--- config.mk ---
export PLATFORM = sky130hd
export DESIGN_NAME = bus_arbiter_n
export DESIGN_NICKNAME = d
export VERILOG_FILES = /design/src/rtl/bus_arbiter_n.sv
export SDC_FILE = /design/constraint.sdc
export NUM_CORES = 1
export LEC_CHECK = 0
export CORE_MARGIN = 8
export CORE_UTILIZATION = 30
export DETAILED_ROUTE_END_ITERATION = 12
export PLACE_DENSITY = 0.53
export SLEW_MARGIN = 0
export SYNTH_ARGS = -nofsm -noshare
export SYNTH_HDL_FRONTEND = slang
export SYNTH_SLANG_ARGS = --single-unit
--- constraint.sdc ---
create_clock -name clk -period 7.2 [get_ports clk]
set_input_delay 1.08 -clock clk [delete_from_list [all_inputs] [get_ports clk]]
set_output_delay 1.08 -clock clk [all_outputs]
set_load 0.1 [all_outputs]
--- src/rtl/bus_arbiter_n.sv ---
// N-master to single-slave arbiter for the femto pulse-request bus.
// Fixed-priority or round-robin grant, response routing, optional timeout.
module bus_arbiter_n #(
    parameter int    NUM_MASTERS = 2,
    parameter int    XLEN        = 32,
    parameter int    BUS_WIDTH   = 32,
    parameter int    ACC_W       = 2,
    parameter string ARB_MODE    = "RR",
    parameter int    TIMEOUT     = 0
) (
    input  logic                             clk,
    input  logic                             rst,
    input  logic [NUM_MASTERS*XLEN-1:0]      m_addr,
    input  logic [NUM_MASTERS-1:0]           m_w_rb,
    input  logic [NUM_MASTERS*ACC_W-1:0]     m_acc,
    input  logic [NUM_MASTERS*BUS_WIDTH-1:0] m_wdata,
    input  logic [NUM_MASTERS-1:0]           m_req,
    output logic [NUM_MASTERS-1:0]           m_resp,
    output logic [BUS_WIDTH-1:0]             m_rdata,
    output logic [NUM_MASTERS-1:0]           m_fault,
    output logic [NUM_MASTERS-1:0]           m_tmo,
    output logic [XLEN-1:0]                  addr,
    output logic                             w_rb,
    output logic [ACC_W-1:0]                 acc,
    output logic [BUS_WIDTH-1:0]             wdata,
    output logic                             req,
    input  logic                             resp,
    input  logic [BUS_WIDTH-1:0]             rdata,
    input  logic                             fault
);

    localparam int  IW    = (NUM_MASTERS > 1) ? $clog2(NUM_MASTERS) : 1;
    localparam int  CW    = (TIMEOUT > 1) ? $clog2(TIMEOUT) : 1;
    localparam bit  FIXED = (ARB_MODE == "FIXED");

    typedef enum logic {IDLE, BUSY} state_e;

    state_e                     state_q, state_d;
    logic [NUM_MASTERS-1:0]     pend_q, pend_d;
    logic [IW-1:0]              owner_q, ptr_q;
    logic [CW-1:0]              cnt_q;

    logic [XLEN-1:0]            p_addr_q  [NUM_MASTERS];
    logic                       p_w_q     [NUM_MASTERS];
    logic [ACC_W-1:0]           p_acc_q   [NUM_MASTERS];
    logic [BUS_WIDTH-1:0]       p_wd_q    [NUM_MASTERS];

    logic [XLEN-1:0]            in_addr   [NUM_MASTERS];
    logic [ACC_W-1:0]           in_acc    [NUM_MASTERS];
    logic [BUS_WIDTH-1:0]       in_wd     [NUM_MASTERS];

    logic [XLEN-1:0]            cur_addr_q, g_addr;
    logic                       cur_w_q, g_w;
    logic [ACC_W-1:0]           cur_acc_q, g_acc;
    logic [BUS_WIDTH-1:0]       cur_wd_q, g_wd;

    logic [NUM_MASTERS-1:0]     inflight, req_ok, cand;
    logic [IW-1:0]              gnt;
    logic                       issue, tmo_hit, busy;
    int                         idx;

    for (genvar m = 0; m < NUM_MASTERS; m++) begin : g_m
        assign in_addr[m] = m_addr[m*XLEN +: XLEN];
        assign in_acc[m]  = m_acc[m*ACC_W +: ACC_W];
        assign in_wd[m]   = m_wdata[m*BUS_WIDTH +: BUS_WIDTH];

        always_ff @(posedge clk) begin
            if (req_ok[m]) begin
                p_addr_q[m] <= in_addr[m];
                p_w_q[m]    <= m_w_rb[m];
                p_acc_q[m]  <= in_acc[m];
                p_wd_q[m]   <= in_wd[m];
            end
        end
    end

    always_comb begin
        busy     = (state_q == BUSY);
        tmo_hit  = (TIMEOUT > 0) && busy && !resp
                   && (int'(cnt_q) == TIMEOUT - 1);
        // The owner may re-request once its access completes.
        inflight = '0;
        if (busy && !resp && !tmo_hit) inflight[owner_q] = 1'b1;
        req_ok   = m_req & ~pend_q & ~inflight;
        cand     = pend_q | req_ok;

        // Descending scan: the last hit is the highest-priority candidate.
        gnt = '0;
        idx = 0;
        for (int i = NUM_MASTERS - 1; i >= 0; i--) begin
            if (FIXED) begin
                idx = i;
            end else begin
                idx = int'(ptr_q) + 1 + i;
                if (idx >= NUM_MASTERS) idx = idx - NUM_MASTERS;
            end
            if (cand[IW'(idx)]) gnt = IW'(idx);
        end

        issue  = (|cand) && (!busy || resp);
        g_addr = req_ok[gnt] ? in_addr[gnt]  : p_addr_q[gnt];
        g_w    = req_ok[gnt] ? m_w_rb[gnt]   : p_w_q[gnt];
        g_acc  = req_ok[gnt] ? in_acc[gnt]   : p_acc_q[gnt];
        g_wd   = req_ok[gnt] ? in_wd[gnt]    : p_wd_q[gnt];

        req    = issue;
        addr   = issue ? g_addr : cur_addr_q;
        w_rb   = issue ? g_w    : cur_w_q;
        acc    = issue ? g_acc  : cur_acc_q;
        wdata  = issue ? g_wd   : cur_wd_q;

        m_fault = '0;
        if (issue) m_fault[gnt] = fault;
        m_resp  = '0;
        m_tmo   = '0;
        m_rdata = '0;
        if (busy && (resp || tmo_hit)) m_resp[owner_q] = 1'b1;
        if (tmo_hit) m_tmo[owner_q] = 1'b1;
        if (busy && resp) m_rdata = rdata;

        pend_d = pend_q | req_ok;
        if (issue) pend_d[gnt] = 1'b0;

        state_d = state_q;
        if (issue) state_d = BUSY;
        else if (busy && (resp || tmo_hit)) state_d = IDLE;
    end

    always_ff @(posedge clk) begin
        if (rst) begin
            state_q <= IDLE;
            pend_q  <= '0;
            owner_q <= '0;
            ptr_q   <= IW'(NUM_MASTERS - 1);
            cnt_q   <= '0;
        end else begin
            state_q <= state_d;
            pend_q  <= pend_d;
            if (issue) begin
                owner_q <= gnt;
                ptr_q   <= gnt;
                cnt_q   <= '0;
            end else if (busy) begin
                cnt_q   <= cnt_q + 1'b1;
            end
        end
    end

    always_ff @(posedge clk) begin
        if (issue) begin
            cur_addr_q <= g_addr;
            cur_w_q    <= g_w;
            cur_acc_q  <= g_acc;
            cur_wd_q   <= g_wd;
        end
    end

endmodule

**Yosys cells after proc, flatten, opt, wreduce, memory -nomap -nowiden**

Memories as Yosys holds them, arrays and structs flattened.
Cells that the tools add are included.

- Mux-type cells: 44
- Bitwise logic cells: 9
- Order comparisons: 9
- Add/sub/neg operators: 4
- Reduce and logical (&&, ||, !) cells: 10

Operator list:

| kind | count |
|---|---|
| 32-bit two-way mux | 11 |
| 1-bit two-way mux | 22 |
| 2-bit two-way mux | 9 |
| 2-bit bitwise AND | 4 |
| 1-bit by 3-bit < comparator with 1-bit output, second input constant | 2 |
| 2-bit NOT | 3 |
| 1-bit logical AND | 5 |
| 2-bit >= comparator, second input constant | 2 |
| 1-bit by 2-bit < comparator with 1-bit output, second input constant | 2 |
| 2-bit by 1-bit adder with 3-bit output, second input constant | 1 |
| 3-bit by 2-bit >= comparator with 1-bit output, second input constant | 1 |
| 1-bit by 1-bit adder with 2-bit output, second input constant | 1 |
| 1-bit demux with 1-bit select | 2 |
| 1-bit >= comparator, second input constant | 2 |
| 1-bit logical NOT | 2 |
| 1-bit NOT with 2-bit output | 1 |
| 2-bit OR | 1 |
| 2-bit nonzero test | 1 |
| 2-bit OR reduction | 1 |
| 1-bit subtractor, second input constant | 2 |
| 1-bit logical OR | 1 |

- Logic and storage cells: 88
- Memories kept: 4
- Input port bits: 172
- Bits in registers: 72
- Memory bits (writable): 134

Memory list:

| memory | depth | bits a word | rd ports | clocked after memory_dff | wr ports | RTL line | RTL |
|---|---|---|---|---|---|---|---|
| p_addr_q | 2 | 32 | 1 | 0 | 2 | 43 | `logic [XLEN-1:0] p_addr_q [NUM_MASTERS];` |
| p_wd_q | 2 | 32 | 1 | 0 | 2 | 46 | `logic [BUS_WIDTH-1:0] p_wd_q [NUM_MASTERS];` |
| p_acc_q | 2 | 2 | 1 | 0 | 2 | 45 | `logic [ACC_W-1:0] p_acc_q [NUM_MASTERS];` |
| p_w_q | 2 | 1 | 1 | 0 | 2 | 44 | `logic p_w_q [NUM_MASTERS];` |

**Depth between registers and ports, before layout**

Gate-level depths: netlist of run 1.

- Word-level depth: 19
- Gate-level depth with buffers: 8
- Depth with buffers taken out: 5

**Worst setup path before layout of run 1**

No wires, ideal clock.

- Path kind: input to register
- Start point: input port resp
- End point: memory p_acc_q[0][0], enable pin
- Arrival time: 5825 ps
- Library setup time: 575 ps
- Path slack: 800 ps
- Stages: 3
- Path through: buf_4 nor3b_2 nor3_1

RTL lines:

| what | RTL line | RTL |
|---|---|---|
| start, declared | 27 | `input logic resp,` |
| end, declared | 45 |  |

**Worst setup path in the final report of run 1**

- Start point: input port resp
- End point: output port addr[7]

- Cells in the longest elaborated chain, start to end: 16
- Elaborated cells on any way between the ends: 24
- Classes of those cells: mux (14); bitwise (4); reduce/logical (5); memory (1)

RTL lines:

| what | RTL line | RTL |
|---|---|---|
| 1-bit logical NOT | 83 | `if (busy && !resp && !tmo_hit) inflight[owner_q] = 1'b1;` |
| 1-bit logical AND | 83 |  |
| 2-bit two-way mux | 83 |  |
| 2-bit NOT | 84 | `req_ok = m_req & ~pend_q & ~inflight;` |
| 2-bit bitwise AND | 84 |  |
| 2-bit OR | 85 | `cand = pend_q \| req_ok;` |
| 1-bit two-way mux (not written as such) (2 in series) | 97 | `if (cand[IW'(idx)]) gnt = IW'(idx);` |
| 1-bit two-way mux (2 in series) | 97 |  |
| 1-bit NOT with 2-bit output (not written as such) | 101 | `g_addr = req_ok[gnt] ? in_addr[gnt] : p_addr_q[gnt];` |
| 32-bit two-way mux (not written as such) (3 in series) | 101 |  |
| 32-bit two-way mux | 101 |  |
| 32-bit two-way mux (*) | 107 | `addr = issue ? g_addr : cur_addr_q;` |
| end, declared | 22 | `output logic [XLEN-1:0] addr,` |

Every way passes the cells marked *; elsewhere a longest branch is shown, timed or not. The select of a mux whose other input is x is not followed.

==> results of run 1 <==
-- cells in the final DEF, fill, tap and decap left out, types with 2 or more instances in the layout --
cell type                         Yosys  layout
sky130_fd_sc_hd__clkdlybuf4s50_1      0     231
sky130_fd_sc_hd__mux2i_1            134     134
sky130_fd_sc_hd__edfxtp_1           134     134
sky130_fd_sc_hd__nand2_1             71      71
sky130_fd_sc_hd__dfxtp_1             72      71
sky130_fd_sc_hd__buf_4               10      59
sky130_fd_sc_hd__o221ai_1            37      37
sky130_fd_sc_hd__and3_1              34      34
sky130_fd_sc_hd__o221ai_2            30      30
sky130_fd_sc_hd__clkbuf_16            0      25
sky130_fd_sc_hd__clkbuf_1            22      14
sky130_fd_sc_hd__nor2_1               6       5
sky130_fd_sc_hd__clkbuf_8             0       3
sky130_fd_sc_hd__diode_2              0       2
sky130_fd_sc_hd__inv_1                2       2
sky130_fd_sc_hd__a21oi_1              2       2
sky130_fd_sc_hd__a211oi_1             2       2
sky130_fd_sc_hd__conb_1               1       2
-- area by class of cell --
class	count	area (µm²)	share of cell area
timing repair buffer	290	2760	0.225
antenna	2	5.00	0.000408
clock buffer	42	719	0.0587
inverter	3	11.3	0.000919
tap	384	480	0.0392
sequential	206	5470	0.446
multi-input combinational	333	2800	0.228
clock inverter	2	12.5	0.00102
-- registers in the layout, summed over array words and instances (netlist names) --
register    flops
p_addr_q       64
p_wd_q         64
cur_addr_q     32
cur_wd_q       32
p_acc_q         4
cur_acc_q       2
p_w_q           2
pend_q          2
busy            1
cur_w_q         1
owner_q         1
ptr_q           1
-- stage by stage --
stage,cell area (µm²),utilization,worst slack (ns),hold slack [ns],power (µW)
final,12300,0.430,1.79,0.449,4050
after floorplan,8590,-,0.800,0.512,2580
after detailed placement,11500,0.404,1.77,0.438,2950
after CTS,12200,0.430,1.77,0.453,4100
after global routing,12200,0.430,1.60,0.476,4200
after global placement,11500,0.404,1.79,0.432,2950
-- logic make-up after synthesis --
group           after synthesis  share of synthesized area
compound gates               78                      0.100
simple gates                119                     0.0657
other cells                   1                   0.000437
mux                         134                      0.156
buf+inv                      51                     0.0408
flops                       206                      0.637
-- layer usage --
layer  GRT usage  vias up  routed length, µm
li1            -     2833                  -
met1       0.192     2832              11500
met2       0.239      197              12000
met3      0.0339       31               1980
met4      0.0330        0                389
met5           0        -                  0
-- final timing paths --
kind,endpoint,from,cells after the start
setup / recovery,addr[7],resp,6
hold / removal,cur_wd_q[14]$_DFF_P_,cur_wd_q[14]$_DFF_P_,2
hold reg to reg,cur_wd_q[14]$_DFF_P_,cur_wd_q[14]$_DFF_P_,2
setup reg to reg,cur_wd_q[0]$_DFF_P_,busy$_SDFFE_PP0P_,4
-- worst max-delay path, delay by kind of cell --
kind / cells / cell delay, ns
buffers and inverters: 2 / 1.77
AND/OR/NAND/NOR: 1 / 0.28
AO/OA/AOI/OAI: 3 / 1.18
-- power groups by stage --
| stage | combinational [µW] | sequential, µW | clock, µW |
|---|---|---|---|
| final | 1440 | 1480 | 1130 |
| after global routing | 1500 | 1490 | 1210 |
| after CTS | 1460 | 1480 | 1170 |
| after detailed placement | 1450 | 1500 | 0 |
| after global placement | 1450 | 1500 | 0 |
| after floorplan | 1100 | 1480 | 0 |
==> load_flow_metrics.sql, run 1 <==
INSERT INTO impl_metrics (metric_group, metric, value, unit) VALUES
('power_and_ir_drop', 'power.clock.fraction', '0.280', ''),
('logic_synthesis', 'yosysWarningCount', '0', ''),
('logic_synthesis', 'synth_instances', '589', ''),
('die', 'top_level_ports', '278', ''),
('critical_path', 'timing.critical_path.slowest_stage_cell', 'sky130_fd_sc_hd__clkdlybuf4s50_1', ''),
('die', 'die_x', '185', 'µm'),
('final_layout', 'syn2layout_area_growth', '42.7', '%'),
('critical_path', 'timing.reg2reg.setup_slack', '4.10', 'ns'),
('logic_synthesis', 'post_synth_num_cell_types', '34', ''),
('place', 'placedCellCount', '1216', ''),
('die', 'floorplan.die.height', '185', 'µm'),
('final_layout', 'drive_gt1_frac', '0.146', ''),
('timing', 'max_freq', '0.185', 'GHz'),
('clock_tree', 'clkTransAtPathRegs', '0.06', 'ns'),
('die', 'std_cell_rows', '62', ''),
('clock_tree', 'root_buffer', 'sky130_fd_sc_hd__clkbuf_16', ''),
('power_and_ir_drop', 'combPwrFrac', '0.355', ''),
('logic_synthesis', 'ys_dominant_reg_cell', 'sky130_fd_sc_hd__edfxtp_1', ''),
('clock_tree', 'number_of_buffers_added_to_fix_hold_violations_after_cts', '0', ''),
('timing', 'final_worst_path_period_need', '5.41', 'ns'),
('flow_run', 'max_cap_violations', '0', ''),
('critical_path', 'cells_along_the_critical_path', 'clkdlybuf4s50_1, nor3b_2, o21ai_0, a211o_2, o221ai_1, clkdlybuf4s50_1', ''),
('clock_tree', 'clkSinkCount', '206', ''),
('power_and_ir_drop', 'p_sw', '1590', 'µW'),
('drt', 'drc', '0', ''),
('power_and_ir_drop', 'p_int', '2460', 'µW'),
('grt', 'grt_max_degree', '43', ''),
('power_and_ir_drop', 'p_seq_frac', '0.365', ''),
('grt', 'grt_remaining_overflow', '0', ''),
('drt', 'detail_route.vias_per_cell', '4.67', ''),
('outcome', 'run_status', 'complete, no violations', ''),
('clock_tree', 'cts.htree.levels', '1', ''),
('timing', 'setup_total_negative_slack', '0', 'ns'),
('timing', 'min_period_over_period', '0.751', ''),
('power_and_ir_drop', 'power_switching_share', '0.392', ''),
('logic_synthesis', 'syn_area_per_cell', '14.6', 'µm²'),
('drt', 'avgRoutedWirePerCell', '20.5', 'µm'),
('grt', 'antenna_found_initial', '0', ''),
('hold_path', 'hold_path.class', 'register to register', ''),
('final_layout', 'fillers', '2668', ''),
('drt', 'ant_nets', '0', ''),
('timing', 'maxSlewViolCount', '0', ''),
('drt', 'detailed_route_wl', '25900', 'µm'),
('logic_synthesis', 'synth_edf_count', '134', ''),
('critical_path', 'crit_path_end_kind', 'output pin', ''),
('critical_path', 'worst_setup_path_start_kind', 'input pin', ''),
('clock_tree', 'cts_post_setup_buffers_inserted', '0', ''),
('grt', 'first_global_vias', '6290', ''),
('timing', 'setup_violations', '0', ''),
('logic_synthesis', 'sequential_area_share_after_synthesis', '0.637', ''),
('timing', 'hold_viol_final', '0', ''),
('drt', 'routed-via-count', '5893', ''),
('die', 'design.core.area', '28500', 'µm²'),
('timing', 'maxSlewHeadroom', '0.313', ''),
('power_and_ir_drop', 'worst_ir_drop_on_vdd', '0.000172', 'V'),
('logic_synthesis', 'syn_area', '8590', 'µm²'),
('critical_path', 'cpMostUsedCell', 'sky130_fd_sc_hd__clkdlybuf4s50_1', ''),
('timing', 'rsz0062_at_grt', 'false', ''),
('grt', 'globalRouteTotalUtil', '0.145', ''),
('place', 'place.port_buffers', '275', ''),
('clock_tree', 'tritoncts.num_buffers', '24', ''),
('place', 'detailed_place_hpwl', '17600', 'µm'),
('grt', 'grt_pass1_wl', '38600', 'µm'),
('clock_tree', 'clock_tree.buffer_depth', '3', ''),
('die', 'start_util', '0.302', ''),
('logic_synthesis', 'netlist.area_leader.share', '0.469', ''),
('critical_path', 'crit_fanout', '42', ''),
('drt', 'first_pass_iters', '4', ''),
('die', 'dieArea', '34300', 'µm²'),
('logic_synthesis', 'synth_commonest_cells', 'sky130_fd_sc_hd__edfxtp_1, sky130_fd_sc_hd__mux2i_1, sky130_fd_sc_hd__dfxtp_1', ''),
('logic_synthesis', 'post_synth_main_area_contributors', 'sky130_fd_sc_hd__edfxtp_1, sky130_fd_sc_hd__dfxtp_1, sky130_fd_sc_hd__mux2i_1, sky130_fd_sc_hd__o221ai_2, sky130_fd_sc_hd__o221ai_1', '');
Power figures use the tool's default switching activity.
==> inputs of run 2 (changes only) <==
--- a/config.mk
+++ b/config.mk
@@ -8,7 +8,7 @@
 export CORE_MARGIN = 8
 export CORE_UTILIZATION = 30
 export DETAILED_ROUTE_END_ITERATION = 12
-export PLACE_DENSITY = 0.53
+export PLACE_DENSITY = 0.55
 export SLEW_MARGIN = 0
 export SYNTH_ARGS = -nofsm -noshare
 export SYNTH_HDL_FRONTEND = slang
==> constraint.sdc (replaced) <==
create_clock -name clk -period 4.95 [get_ports clk]
set_input_delay 0.7425 -clock clk [delete_from_list [all_inputs] [get_ports clk]]
set_output_delay 0.7425 -clock clk [all_outputs]
set_load 0.1 [all_outputs]
==> load_flow_metrics.sql, run 2 (synthesis results as in run 1) <==
INSERT INTO impl_metrics (metric_group, metric, value, unit) VALUES
('outcome', 'run_status', 'complete, no violations', ''),
('drt', 'routed-via-count', '5909', ''),
('power_and_ir_drop', 'power_density', '493', 'nW/µm²'),
('timing', 'hold_viol_final', '0', ''),
('die', 'die_x', '185', 'µm'),
('clock_tree', 'insertion_delay', '0.51', 'ns'),
('hold_path', 'hold_path.class', 'register to register', ''),
('power_and_ir_drop', 'post-layout-total-power', '6380', 'µW'),
('flow_run', 'max_cap_violations', '0', ''),
('die', 'design.core.area', '28500', 'µm²'),
('critical_path', 'critical_path_class', 'input pin to output pin', ''),
('power_and_ir_drop', 'p_int', '4000', 'µW'),
('clock_tree', 'cts.htree.levels', '1', ''),
('final_layout', 'final_cell_mix', 'sky130_fd_sc_hd__clkdlybuf4s50_1, sky130_fd_sc_hd__mux2i_1, sky130_fd_sc_hd__edfxtp_1, sky130_fd_sc_hd__nand2_1, sky130_fd_sc_hd__dfxtp_1', ''),
('drt', 'drc', '0', ''),
('die', 'std_cell_rows', '62', ''),
('final_layout', 'fillers', '2576', ''),
('die', 'dieArea', '34300', 'µm²'),
('clock_tree', 'post_cts_resized', '0', ''),
('final_layout', 'syn2layout_area_growth', '50.7', '%'),
('timing', 'timing.clock.skew', '0.0166', 'ns'),
('power_and_ir_drop', 'worst_ir_drop_on_vdd', '0.000287', 'V'),
('clock_tree', 'root_buffer', 'sky130_fd_sc_hd__clkbuf_16', ''),
('clock_tree', 'number_of_buffers_added_to_fix_hold_violations_after_cts', '0', ''),
('final_layout', 'stdcell_count', '1263', ''),
('grt', 'grt_max_degree', '53', ''),
('die', 'start_util', '0.302', ''),
('timing', 'min_period_over_period', '0.772', ''),
('drt', 'detail_route.vias_per_cell', '4.68', ''),
('clock_tree', 'clkSinkCount', '206', ''),
('critical_path', 'cp.required', '4.21', 'ns'),
('power_and_ir_drop', 'leakage', '0.00503', 'µW'),
('critical_path', 'crit_fanout', '19', ''),
('critical_path', 'crit_path_end_kind', 'output pin', ''),
('critical_path', 'timing.critical_path.slowest_stage_cell', 'sky130_fd_sc_hd__clkdlybuf4s50_1', ''),
('die', 'floorplan.die.height', '185', 'µm'),
('clock_tree', 'clkTransAtPathRegs', '0.06', 'ns'),
('final_layout', 'fin_nets', '1030', ''),
('critical_path', 'critPathTopFamily', 'buffers and inverters', ''),
('timing', 'setup_violations', '0', ''),
('clock_tree', 'tritoncts_clock_tree', 'yes', ''),
('power_and_ir_drop', 'combPwrFrac', '0.380', ''),
('critical_path', 'cp_slowest_stage_delay', '0.53', 'ns'),
('final_layout', 'fin_util', '0.454', ''),
('power_and_ir_drop', 'p_sw', '2380', 'µW'),
('die', 'top_level_ports', '278', ''),
('drt', 'ant_nets', '0', ''),
('grt', 'grt_pass1_wl', '39000', 'µm'),
('timing', 'tightest_slew', '1.07', 'ns'),
('timing', 'setup_total_negative_slack', '0', 'ns'),
('final_layout', 'final_common_cell', 'sky130_fd_sc_hd__clkdlybuf4s50_1', ''),
('final_layout', 'drive_gt1_frac', '0.223', ''),
('clock_tree', 'cts_post_setup_buffers_inserted', '0', ''),
('timing', 'maxSlewHeadroom', '0.289', ''),
('drt', 'first_pass_iters', '4', ''),
('place', 'place.port_buffers', '275', ''),
('critical_path', 'worst_setup_path_start_kind', 'input pin', ''),
('final_layout', 'top_regs', 'p_addr_q (64), p_wd_q (64)', ''),
('critical_path', 'critPathBufInv', '3', ''),
('grt', 'grt_remaining_overflow', '0', ''),
('timing', 'maxSlewViolCount', '0', ''),
('place', 'globalplace.congestion', '0.734', ''),
('final_layout', 'regArea', '5470', 'µm²'),
('drt', 'avgRoutedWirePerCell', '20.2', 'µm'),
('critical_path', 'arrival', '3.08', 'ns'),
('power_and_ir_drop', 'power.clock.fraction', '0.286', ''),
('clock_tree', 'clock_tree.buffer_depth', '3', ''),
('power_and_ir_drop', 'power_switching_share', '0.373', ''),
('timing', 'max_freq', '0.262', 'GHz'),
('critical_path', 'cells_along_the_critical_path', 'clkdlybuf4s50_1, nor3b_2, o21ai_0, a211o_2, buf_4, o221ai_1, buf_12', ''),
('timing', 'rsz0062_at_grt', 'false', ''),
('power_and_ir_drop', 'p_seq_frac', '0.334', ''),
('grt', 'globalRouteTotalUtil', '0.146', ''),
('final_layout', 'finalInstanceArea', '12900', 'µm²'),
('place', 'placement.cell_area', '12100', 'µm²'),
('place', 'detailed_place_hpwl', '16900', 'µm'),
('drt', 'drtIter0Drc', '236', ''),
('place', 'placedCellCount', '1216', ''),
('drt', 'detailed_route_wl', '25500', 'µm'),
('grt', 'first_global_vias', '6369', ''),
('grt', 'antenna_found_initial', '3', ''),
('final_layout', 'multi_input_area', '2810', 'µm²'),
('timing', 'final_worst_path_period_need', '3.82', 'ns'),
('clock_tree', 'tritoncts.num_buffers', '24', '');
## run 2: changes by cell type in the layout (fill, tap and decap cells not counted), moves of 2 or more
cell,before,now
sky130_fd_sc_hd__clkbuf_8,3,8
sky130_fd_sc_hd__clkbuf_1,14,6
sky130_fd_sc_hd__clkdlybuf4s50_1,231,171
sky130_fd_sc_hd__buf_4,59,61
sky130_fd_sc_hd__buf_12,0,58
sky130_fd_sc_hd__bufinv_16,0,2
## run 2: metrics by stage
stage / worst slack, ns / hold WS (ns)
after detailed placement: 1.12 / 0.440
after global placement: 1.12 / 0.436
after CTS: 1.11 / 0.459
after floorplan: 0.572 / 0.512
after global routing: 0.954 / 0.488
final: 1.13 / 0.453
## run 2: final cells by class
type,count,area share
antenna,3,0.000580
clock buffer,39,0.0586
clock inverter,5,0.00590
inverter,3,0.000870
multi-input combinational,333,0.217
sequential,206,0.423
tap,384,0.0371
timing repair buffer,290,0.257
## run 2: final timing paths
kind,from,endpoint,slack [ns],depth (start not counted)
max,resp,addr[15],1.13,7
min,cur_wd_q[30]$_DFF_P_,cur_wd_q[30]$_DFF_P_,0.45,2
max reg2reg,busy$_SDFFE_PP0P_,cur_addr_q[15]$_DFF_P_,2.65,6
min reg2reg,cur_wd_q[30]$_DFF_P_,cur_wd_q[30]$_DFF_P_,0.45,2
## run 2: power by group through the flow
stage / Clock (µW) / Sequential (µW) / Combinational, µW
2_1_floorplan: 0 / 2150 / 1590
3_3_place_gp: 0 / 2160 / 2440
3_5_place_dp: 0 / 2160 / 2450
4_1_cts: 1880 / 2130 / 2460
5_1_grt: 1950 / 2150 / 2520
6_report: 1830 / 2130 / 2420
## run 2: tightest hold or removal path: stages, from the launching register on
cell and delay (ns):
sky130_fd_sc_hd__dfxtp_1 0.31, sky130_fd_sc_hd__nand2_1 0.05, sky130_fd_sc_hd__o221ai_2 0.06
## run 2: layer usage
layer	vias to the layer above	global-route usage	wire (µm)
met5	-	0	13
met4	2	0.0336	390
met3	33	0.0483	2080
met2	179	0.259	12900
met1	2867	0.167	10200
li1	2828	-	-
